--- src/rtl/uart_tx_pkg.sv ---
// Shared encodings and line levels for the UART transmit frame path.
package uart_tx_pkg;

  localparam logic [2:0] ST_IDLE_ENC   = 3'd0;
  localparam logic [2:0] ST_START_ENC  = 3'd1;
  localparam logic [2:0] ST_DATA_ENC   = 3'd2;
  localparam logic [2:0] ST_PARITY_ENC = 3'd3;
  localparam logic [2:0] ST_STOP_ENC   = 3'd4;

  typedef enum logic [2:0] {
    S_IDLE   = ST_IDLE_ENC,
    S_START  = ST_START_ENC,
    S_DATA   = ST_DATA_ENC,
    S_PARITY = ST_PARITY_ENC,
    S_STOP   = ST_STOP_ENC
  } state_t;

  localparam logic TX_IDLE_LVL = 1'b1;
  localparam logic START_BIT   = 1'b0;
  localparam logic STOP_BIT    = 1'b1;

endpackage

--- src/rtl/uart_parity_calc.sv ---
// Parity of the accepted byte (even/odd by par_typ) plus the latched parity enable.
// Both are captured only on load so mid-frame config changes wait for the next byte.
module uart_parity_calc #(
  parameter int WIDTH = 8
) (
  input  logic             CLK,
  input  logic             RST,
  input  logic             load,
  input  logic [WIDTH-1:0] data,
  input  logic             par_typ,
  input  logic             par_en_in,
  output logic             par_en,
  output logic             parity
);

  logic parity_nxt;

  assign parity_nxt = (^data) ^ par_typ;

  always_ff @(posedge CLK or posedge RST) begin
    if (RST) begin
      par_en <= 1'b0;
      parity <= 1'b0;
    end else if (load) begin
      par_en <= par_en_in;
      parity <= parity_nxt;
    end
  end

endmodule

--- src/rtl/uart_tx_frame_ctrl.sv ---
// UART frame sequencer: start bit, serializer data bits, optional parity, stop bit.
// Accepts a new byte in IDLE or in the STOP cycle, giving gap-free back-to-back frames.
module uart_tx_frame_ctrl
  import uart_tx_pkg::*;
#(
  parameter int WIDTH = 8,
  parameter int BITS  = 3
) (
  input  logic             CLK,
  input  logic             RST,
  input  logic [WIDTH-1:0] P_DATA,
  input  logic             DATA_VALID,
  input  logic             PAR_EN,
  input  logic             PAR_TYP,
  input  logic             ser_data,
  input  logic             ser_done,
  output logic             ser_en,
  output logic             TX_OUT,
  output logic             Busy
);

  // Last DATA cycle index before a missing ser_done truncates the frame.
  localparam int              CNT_LIM_I = WIDTH + 1;
  localparam logic [BITS:0]   CNT_LIM   = CNT_LIM_I[BITS:0];

  state_t        state;
  logic [BITS:0] bit_cnt;
  logic          accept;
  logic          par_en_q;
  logic          parity_q;

  assign accept = DATA_VALID && ((state == S_IDLE) || (state == S_STOP));

  uart_parity_calc #(.WIDTH(WIDTH)) u_parity (
    .CLK       (CLK),
    .RST       (RST),
    .load      (accept),
    .data      (P_DATA),
    .par_typ   (PAR_TYP),
    .par_en_in (PAR_EN),
    .par_en    (par_en_q),
    .parity    (parity_q)
  );

  always_ff @(posedge CLK or posedge RST) begin
    if (RST) begin
      state   <= S_IDLE;
      Busy    <= 1'b0;
      ser_en  <= 1'b0;
      bit_cnt <= '0;
    end else begin
      case (state)
        S_IDLE: begin
          if (DATA_VALID) begin
            state <= S_START;
            Busy  <= 1'b1;
          end
        end
        S_START: begin
          state   <= S_DATA;
          ser_en  <= 1'b1;
          bit_cnt <= '0;
        end
        S_DATA: begin
          bit_cnt <= bit_cnt + 1'b1;
          if (ser_done || (bit_cnt == CNT_LIM)) begin
            ser_en <= 1'b0;
            state  <= (ser_done && par_en_q) ? S_PARITY : S_STOP;
          end
        end
        S_PARITY: begin
          state <= S_STOP;
        end
        S_STOP: begin
          if (DATA_VALID) begin
            state <= S_START;
          end else begin
            state <= S_IDLE;
            Busy  <= 1'b0;
          end
        end
        default: begin
          state  <= S_IDLE;
          Busy   <= 1'b0;
          ser_en <= 1'b0;
        end
      endcase
    end
  end

  always_comb begin
    TX_OUT = TX_IDLE_LVL;
    case (state)
      S_START:  TX_OUT = START_BIT;
      S_DATA:   TX_OUT = ser_data;
      S_PARITY: TX_OUT = parity_q;
      S_STOP:   TX_OUT = STOP_BIT;
      default:  TX_OUT = TX_IDLE_LVL;
    endcase
  end

endmodule

--- config.mk ---
export PLATFORM = sky130hd
export DESIGN_NAME = uart_tx_frame_ctrl
export DESIGN_NICKNAME = d
export VERILOG_FILES = /design/src/rtl/uart_tx_pkg.sv /design/src/rtl/uart_parity_calc.sv /design/src/rtl/uart_tx_frame_ctrl.sv
export SDC_FILE = /design/constraint.sdc
export NUM_CORES = 1
export LEC_CHECK = 0
export CORE_MARGIN = 2
export CORE_UTILIZATION = 46
export DETAILED_ROUTE_END_ITERATION = 7
export GPL_TIMING_DRIVEN = 0
export HOLD_SLACK_MARGIN = 0.02
export PLACE_DENSITY = 0.78
export SLEW_MARGIN = 10
export SYNTH_ARGS = -nofsm -noshare
export SYNTH_HDL_FRONTEND = slang
export SYNTH_SLANG_ARGS = --single-unit
export TNS_END_PERCENT = 100
--- constraint.sdc ---
create_clock -name CLK -period 1.71 [get_ports CLK]
set_input_delay 0.4275 -clock CLK [delete_from_list [all_inputs] [get_ports CLK]]
set_output_delay 0.4275 -clock CLK [all_outputs]
set_load 0.05 [all_outputs]
==> results.md, run 1 <==
- Worst Setup Path Type: flip-flop to output port
- Post-synthesis sequential area ratio: around 41%
- Max H-tree Level: 1
- Ys Warns: 0
- Avg Inst Size Synth: 9.14 µm²
- Final Skew: 1.59 ps
- Fin crit share: 102%
- HPWL after DPL: 1.07 mm
- Crit path max fanout: 10
- FF-to-FF Start: bit_cnt[0]$_DFFE_PP0P_
- Leak pwr: between 0.4 and 0.5 nW
- Vias in the first global route: about 610
- Core Area: roughly 0.0013 mm²
- Ant diodes: 0
- Fin. max-slew vios: 0
- Die Ht: around 42 µm
- Die area: ~0.0018 mm²
- Arrival @ worst endpoint: approximately 1300 ps
- P&R area growth vs syn: 34.7%
- Met3 wire length: just under 70 µm
- Initial DRC count: 27
- Final setup fails: 1
- Hold Fails Final Rpt: 0
- Post-route DRC: 0
- Hold Crit Class: input port to asynchronous set/reset pin
- IO Pins: 18
- Peak Freq: between 500 and 600 MHz
- Failing checks: negative setup slack
- Synth cell types: 27
- Worst setup path start: state[0]$_DFFE_PP0P_
- Required time of the critical path: between 1000 and 1500 ps
- Clock latency at the later pin of the worst-skew pair: about 280 ps
- Top sig layer: met4
- CTS root buffer: clkbuf_4
- Post-Synthesis Net Count: 90
- Fraction of layout cells with a size suffix above 1: 11.7%
- Main synth FF type: dfrtp_1
- Pre-CTS WS: -701 ps
- Min Tclk post-route: ~1700 ps
- Asr flop ratio synth: 100%
- Port Buffer Count: 17
- CP Capture Type: output port
- Initial core utilization: 50.0%
- Fillers: 110
- Commonest non-fill, non-tap cell in the layout: clkdlybuf4s50_1
- Routed vias/inst: approximately 5.6
- Util after Layout: 67.4%
- Die W: roughly 42 µm
- Number of synthesized flops with an enable pin: 0
- Cell count after synthesis: 73
- Mapped cell area: approximately 670 µm²
- Power per cell area: 1560 mW/mm²
- DRT met1 WL: between 600 and 700 µm
- Max-slew headroom: around two thirds
- Total CTS buffers: 3
- Congestion Overflow GR: 0
- RSZ-0062 raised after global routing: yes
- Synth area leaders: dfrtp_1, o21ai_0, a21oi_1
- Max IR drop VDD: 1.01 mV
- Critical Path Source Type: flip-flop
- Commonest non-fill, non-tap cells in the layout: clkdlybuf4s50_1, dfrtp_1, o21ai_0, a21oi_1
- Max-Cap Viols: 0
- Worst-path clk slew: around 70 ps
- Postcts setup bufs: 0
- Num rows: 13
- Worst slew pin tran: 484 ps
- Initial antenna violation count: 0
- Global-route wire length before repair: 2.54 mm
- RePlAce Congestion: approximately 0.8
- Post-synth top area cell: dfrtp_1
- CTS max path bufs: 2
- Largest net degree at the start of global routing: 12
- Synth top area share: 41.3%
- Nets: 112
- FF/Latch Area: ~280 µm²
- Status: finished with violations
- Met2 wire length: between 700 and 800 µm
- Total GRT Usage: a little under a fifth
- Final wirelength: between 1 and 1.5 mm
- Post-route worst setup slack: -38.6 ps
- Clock Sinks: 11
- Drt first pass iters: 4
- Yosys reg bits: 11
- Multi-input combinational cell area: about 360 µm²
- Post-CTS Hold Buffers: 0
- DR vias: slightly above 600
- CTS tree: built
- Post-route antenna net violation count: 0
- WL/cell: 13.4 µm
power breakdown:
| part | switching [mW] | total (mW) | internal (mW) | leakage (nW) |
|---|---|---|---|---|
| clock network | 0.0967 | 0.184 | 0.0868 | 0.0177 |
| registers | 0.116 | 0.487 | 0.370 | 0.136 |
| logic | 0.418 | 0.728 | 0.311 | 0.249 |
area by class of cell:
class                           count  area share [%]
Buffer                              3            3.34
Clock buffer                        3            2.51
Clock inverter                      1           0.557
Inverter                            6            2.51
Multi-Input combinational cell     53            39.6
Sequential cell                    11            30.8
Tap cell                           15            2.09
Timing Repair Buffer               17            18.7
logic make-up after synthesis:
kind of cell             Yosys count  synth area share (%)
AO/OA/AOI/OAI                     23                  20.6
AND/OR/NAND/NOR                   19                  14.4
flip-flops                        11                  41.3
buffers and inverters              9                  5.44
XOR/XNOR                           7                  11.3
multiplexers                       2                  3.19
adder cells (fa/ha/maj)            2                  3.75
synthesized netlist by cell type, types with 2 or more instances:
cell type and n:
xnor2_1 4, dfrtp_1 11, nor2_1 5, xor2_1 2, inv_1 6, o21ai_0 9, ha_1 2, a21oi_1 8
nand3_1 2, nand2_1 6, buf_2 2
per-stage QoR:
step / cells / hold slack (ps) / area, µm² / power, mW / setup TNS (ps)
detailed placement: 105 / 495 / 856 / 1.19 / -868
floorplan: 73 / 280 / 667 / 0.969 / 0
global placement: 105 / 471 / 856 / 1.16 / -821
CTS: 109 / 451 / 895 / 1.39 / -51.1
global route: 109 / 494 / 898 / 1.52 / -95.4
finish: 109 / 437 / 898 / 1.40 / -38.6
final timing paths:
kind / end / slack, ps / cells past startpoint
setup / recovery: TX_OUT / -40 / 3
hold / removal: Busy$_DFFE_PP0P_ / 440 / 2
setup reg to reg: state[1]$_DFFE_PP0P_ / 270 / 5
hold reg to reg: u_parity.parity$_DFFE_PP0P_ / 520 / 2
max in group asynchronous: state[0]$_DFFE_PP0P_ / 950 / 2
min in group CLK: u_parity.parity$_DFFE_PP0P_ / 520 / 2
metal layers:
| metal | up-vias | track usage, % |
|---|---|---|
| met1 | 290 | 22.5 |
| li1 | 297 | - |
| met2 | 20 | 30.9 |
| met4 | 0 | 8.13 |
| met3 | 4 | 7.76 |
| met5 | - | 0 |
critical path, stage by stage, from the launching register on:
cell     delay [ps]
dfrtp_2         460
buf_6           160
a311o_1         270
buf_6           160
state kept, by name, summed over array words and instances, names as in the netlist:
register and count:
Busy 1, bit_cnt 4, ser_en 1, state 3
u_parity.par_en 1, u_parity.parity 1
what timing repair did:
item | CTS | global route
gates cloned | 0 | 0
gates resized for setup | 16 | 2
pin swaps | 1 | 1
endpoints found under the setup margin | 3 | 2
No activity file was read; power rests on OpenSTA's default activity.
==> run 2, diff against run 1 <==
--- a/config.mk
+++ b/config.mk
@@ -7,7 +7,9 @@
 export LEC_CHECK = 0
 export CORE_MARGIN = 2
 export CORE_UTILIZATION = 46
+export CTS_BUF_LIST = sky130_fd_sc_hd__clkbuf_4 sky130_fd_sc_hd__clkbuf_8 sky130_fd_sc_hd__clkbuf_16
 export DETAILED_ROUTE_END_ITERATION = 7
+export GPL_ROUTABILITY_DRIVEN = 0
 export GPL_TIMING_DRIVEN = 0
 export HOLD_SLACK_MARGIN = 0.02
 export PLACE_DENSITY = 0.78
==> results of run 2 <==
Final layout, timing and power as in run 1 (identical DEF).
